===== config.mk =====
export PLATFORM = sky130hd
export DESIGN_NAME = vga_timing_pipe
export DESIGN_NICKNAME = d
export VERILOG_FILES = /design/src/rtl/vga_timing_pipe.sv
export SDC_FILE = /design/constraint.sdc
export NUM_CORES = 1
export LEC_CHECK = 0
export CAP_MARGIN = 20
export CORE_MARGIN = 1
export CORE_UTILIZATION = 55
export CTS_CLUSTER_SIZE = 14
export DETAILED_ROUTE_END_ITERATION = 10
export PLACE_DENSITY = 0.91
export SLEW_MARGIN = 20
export SYNTH_ARGS = -nofsm -noshare
export SYNTH_HDL_FRONTEND = slang
export SYNTH_SLANG_ARGS = --single-unit

===== constraint.sdc =====
create_clock -name clk_pix -period 5.4 [get_ports clk_pix]
set_clock_uncertainty 0.1 [all_clocks]
set_input_delay 1.08 -clock clk_pix [delete_from_list [all_inputs] [get_ports clk_pix]]
set_output_delay 1.08 -clock clk_pix [all_outputs]
set_load 0.02 [all_outputs]

===== src/rtl/vga_timing_pipe.sv =====
// vga_timing_pipe: parametrised VGA timing generator with renderer-latency
// alignment, blanking and frame-synchronous test-pattern override.
module vga_timing_pipe #(
  parameter int H_ACTIVE = 640,
  parameter int H_FP     = 16,
  parameter int H_SYNC   = 96,
  parameter int H_BP     = 48,
  parameter int V_ACTIVE = 480,
  parameter int V_FP     = 10,
  parameter int V_SYNC   = 2,
  parameter int V_BP     = 33,
  parameter bit H_POL    = 1'b0,
  parameter bit V_POL    = 1'b0,
  parameter int CW       = 10,
  parameter int RW       = 3,
  parameter int GW       = 3,
  parameter int BW       = 2,
  parameter int PIPE     = 0
) (
  input  logic          clk_pix,
  input  logic          rst,
  input  logic [1:0]    pattern_mode,
  input  logic [RW-1:0] pix_r,
  input  logic [GW-1:0] pix_g,
  input  logic [BW-1:0] pix_b,
  output logic [CW-1:0] sx,
  output logic [CW-1:0] sy,
  output logic          de,
  output logic          frame_start,
  output logic          vga_hsync,
  output logic          vga_vsync,
  output logic [RW-1:0] vga_r,
  output logic [GW-1:0] vga_g,
  output logic [BW-1:0] vga_b
);

  localparam int H_TOTAL = H_ACTIVE + H_FP + H_SYNC + H_BP;
  localparam int V_TOTAL = V_ACTIVE + V_FP + V_SYNC + V_BP;
  localparam int HS_LO   = H_ACTIVE + H_FP;
  localparam int HS_HI   = HS_LO + H_SYNC;
  localparam int VS_LO   = V_ACTIVE + V_FP;
  localparam int VS_HI   = VS_LO + V_SYNC;

  localparam logic [CW-1:0] H_LAST  = CW'(H_TOTAL - 1);
  localparam logic [CW-1:0] V_LAST  = CW'(V_TOTAL - 1);
  localparam logic [CW+2:0] BAR_DIV = (CW+3)'(H_ACTIVE);

  typedef struct packed {
    logic          hs;
    logic          vs;
    logic          de;
    logic [1:0]    mode;
    logic [CW-1:0] x;
    logic          yb;
  } tap_t;

  logic          run;
  logic [CW-1:0] nx;
  logic [CW-1:0] ny;
  logic [1:0]    active_mode;
  tap_t          raw_t;
  tap_t          al_t;

  // counters hold at 0,0 for the first cycle after reset so frame_start can fire
  always_comb begin
    nx = sx;
    ny = sy;
    if (run) begin
      if (sx == H_LAST) begin
        nx = '0;
        ny = (sy == V_LAST) ? '0 : sy + 1'b1;
      end else begin
        nx = sx + 1'b1;
      end
    end
  end

  always_ff @(posedge clk_pix) begin
    if (rst) begin
      sx          <= '0;
      sy          <= '0;
      de          <= 1'b0;
      frame_start <= 1'b0;
      run         <= 1'b0;
    end else begin
      sx          <= nx;
      sy          <= ny;
      de          <= (int'(nx) < H_ACTIVE) && (int'(ny) < V_ACTIVE);
      frame_start <= (nx == '0) && (ny == '0);
      run         <= 1'b1;
    end
  end

  always_ff @(posedge clk_pix) begin
    if (rst)
      active_mode <= 2'd0;
    else if (frame_start)
      active_mode <= pattern_mode;
  end

  always_comb begin
    raw_t      = '0;
    raw_t.hs   = (int'(sx) >= HS_LO) && (int'(sx) < HS_HI);
    raw_t.vs   = (int'(sy) >= VS_LO) && (int'(sy) < VS_HI);
    raw_t.de   = de;
    raw_t.mode = frame_start ? pattern_mode : active_mode;
    raw_t.x    = sx;
    raw_t.yb   = sy[5];
  end

  // mode travels with its pixel so a frame switches cleanly at its first pixel
  if (PIPE == 0) begin : g_nodl
    assign al_t = raw_t;
  end else begin : g_dl
    tap_t dl_q [PIPE];
    always_ff @(posedge clk_pix) begin
      if (rst) begin
        dl_q <= '{default: '0};
      end else begin
        dl_q[0] <= raw_t;
        for (int i = 1; i < PIPE; i++)
          dl_q[i] <= dl_q[i-1];
      end
    end
    assign al_t = dl_q[PIPE-1];
  end

  logic [CW+2:0] x8;
  logic [2:0]    bar;
  logic [RW-1:0] r_n;
  logic [GW-1:0] g_n;
  logic [BW-1:0] b_n;

  assign x8  = {al_t.x, 3'b000};
  assign bar = 3'(x8 / BAR_DIV);

  always_comb begin
    r_n = '0;
    g_n = '0;
    b_n = '0;
    if (al_t.de) begin
      unique case (al_t.mode)
        2'd0: begin
          r_n = pix_r;
          g_n = pix_g;
          b_n = pix_b;
        end
        2'd1: begin
          r_n = '1;
          g_n = '1;
          b_n = '1;
        end
        2'd2: begin
          r_n = {RW{bar[2]}};
          g_n = {GW{bar[1]}};
          b_n = {BW{bar[0]}};
        end
        2'd3: begin
          if (al_t.x[5] ^ al_t.yb) begin
            r_n = '1;
            g_n = '1;
            b_n = '1;
          end
        end
      endcase
    end
  end

  always_ff @(posedge clk_pix) begin
    if (rst) begin
      vga_hsync <= ~H_POL;
      vga_vsync <= ~V_POL;
      vga_r     <= '0;
      vga_g     <= '0;
      vga_b     <= '0;
    end else begin
      vga_hsync <= al_t.hs ? H_POL : ~H_POL;
      vga_vsync <= al_t.vs ? V_POL : ~V_POL;
      vga_r     <= r_n;
      vga_g     <= g_n;
      vga_b     <= b_n;
    end
  end

endmodule


==> out/results.txt <==
status - finished clean
RSZ-0062 raised after global routing - no
multi-input combinational cell area - 1211 um^2
syn avg cell area - 7.932 um^2
first-pass GRT wire length - 7.852 mm
CTS Hold Bufs - 0
CP Cell Sequence - clkdlybuf4s50_1
GR Util All Layers - 24.29%
Post-synth EDFFs - 0
Crit. path cell count - 1
first-iteration detailed-routing DRC count - 113
Die Wd - 64.17 um
most frequent cells in the layout - 43 x clkdlybuf4s50_1, 35 x dfxtp_1, 33 x nor2_1
total number of vias - 1947
Crit path max-delay family - flip-flops
post-synth top area cell - dfxtp_1
Root Driver - clkbuf_8
top-area cell type share of the netlist area - 32.96%
FF-to-FF End - frame_start
Seq/Total Area, Yosys - 32.96%
# port buffers - 43
die height - 64.17 um
clock slew at reported path FFs - 70 ps
post-CTS setup buffers - 0
top post-synthesis cells by area - dfxtp_1 33%, nor2_1 5.8%, a21oi_1 4.9%
Avg Vias per Cell - 5.743
PostCTS Resize Cnt - 0
initial antenna violation count - 0
maximum VDD drop - 164.6 uV
FF+latch count, synth - 35
clk buf depth - 2
largest net degree at the start of global routing - 25
Post-synth ARST share - 0%
total negative setup slack - 0 ps
met3 Use GR - 5.714%
Fmax - 341.7 MHz
CP arrival - 1750 ps
PwrDens - 203.5 nW/um^2
GRT overflow - 0
GR peak layer - met2
Synth cell types - 53
CORE AREA - 3689 um^2
Finished Cell Area - 2532 um^2
ant diodes - 0
area post-placement - 2444 um^2
HPWL after DPL - 3.343 mm
Syn. warnings - 0
Tcrit/Tclk final - 54.19%
clk_lat worst skew - 290 ps
vias in the first global route - 1734
DRT antenna net count - 0
met1 usage - 30.24%
Crit. End Element - output port
commonest non-fill, non-tap cell in the layout - clkdlybuf4s50_1
initial core utilization - 57.63%
WS Path Type - reg -> out
R2R cell count - 6
M2 GR Usage - 41.49%
Critical Path Source Type - register
fin crit period - 2926 ps
fin nets - 307
Hold Path Origin - active_mode[1]
Pre-Repair DR Iteration Count - 4
end of the worst hold path - active_mode[1]
H-tree depth - 2
Worst Hold Depth - 2
Slew Viols, Final - 0
routed wire length - 4.698 mm
Fillers - 317
CP max stage delay - 730 ps
WP buf/inv - 1
Post-Syn Instances - 268
CP Max Fanout - 17
hold slack - 437.2 ps
GPL Wtd Cong - 0.8986
Slew headroom - 40.69%
launching point of the worst reg2reg path - sx[8]
wire per inst - 13.86 um
Synth Flop Type - dfxtp_1
die area - 4118 um^2
share of cells above drive strength 1 - 6.873%
Num CTS Buffers - 5
Data required, critical path - 4220 ps
Slew @ Worst Pin - 886.8 ps
# clock sinks - 35
Core Rows - 22
FF-to-FF setup slack - 2700 ps
FF/Latch Area - 700.7 um^2
hold crit path type - reg -> reg
Synth Cell Area - 2126 um^2
num ports - 44
CP max-delay cell - dfxtp_1
leakage - 0.9077 nW
area grow syn2layout - 19.13%
final hold vios - 0
DR DRC count - 0
CTS tree - yes
Tot Pwr - 0.5152 mW
max-cap violation count - 0
Mapped Nets - 285
crit path from - sx[5]
Final setup viols - 0
## metal layers
layer | up-vias | part of all wire [%]
met5 | - | 0
met4 | 0 | 0.85
met3 | 6 | 6.4
met2 | 72 | 49
met1 | 899 | 44
li1 | 970 | -
## registers in the layout, indices dropped and copies added, names as in the netlist
register / count
de: 1
vga_hsync: 1
vga_vsync: 1
run: 1
active_mode: 2
frame_start: 1
vga_b: 2
sx: 10
sy: 10
vga_r: 3
vga_g: 3
## area by class of cell
class                   instances  area share (%)
clock buffers                   5           2.717
clock inverters                 3          0.7905
inverters                      11           1.630
multi-input cells             194           47.83
flip-flops and latches         35           27.67
well taps                      48           2.372
repair buffers                 43           17.00
## kinds of logic after synthesis
| logic type | Yosys count | share of synthesized area, % |
|---|---|---|
| simple gates | 120 | 30.90 |
| compound gates | 48 | 14.01 |
| flops | 35 | 32.96 |
| xor+xnor | 15 | 6.180 |
| buf+inv | 39 | 10.06 |
| mux | 5 | 2.472 |
| fa+ha+maj | 6 | 3.414 |
## how the worst max path moves through the flow
| stage | endpoint |
|---|---|
| after global placement | vga_r[2] |
| after detailed placement | vga_b[1] |
| after floorplan | frame_start |
| after CTS | sx[5] |
| after global routing | sx[5] |
| final | sx[5] |
## synthesized netlist by cell type, drive strengths merged (4+ instances only)
cell type / number
nand2: 21
nand2b: 4
nor3: 13
clkbuf: 6
nor4: 4
ha: 5
dfxtp: 35
and3: 6
xnor2: 10
a21oi: 21
a31oi: 4
inv: 11
buf: 22
nor2: 34
o21ai: 7
xor2: 5
nand3: 10
nand4: 9
## through the flow
stage	instances	util (%)	worst slack (ps)
detailed placement	331	66.25	2463
finish	339	68.66	2474
global placement	331	66.25	2531
global route	339	68.66	2392
CTS	339	68.66	2492
floorplan	268	-	3163
## report_power, final
| part | internal [mW] | switching [mW] |
|---|---|---|
| logic | 0.0284 | 0.0303 |
| clock network | 0.0896 | 0.0953 |
| registers | 0.266 | 0.00577 |
No activity file was read; power rests on OpenSTA's default activity.
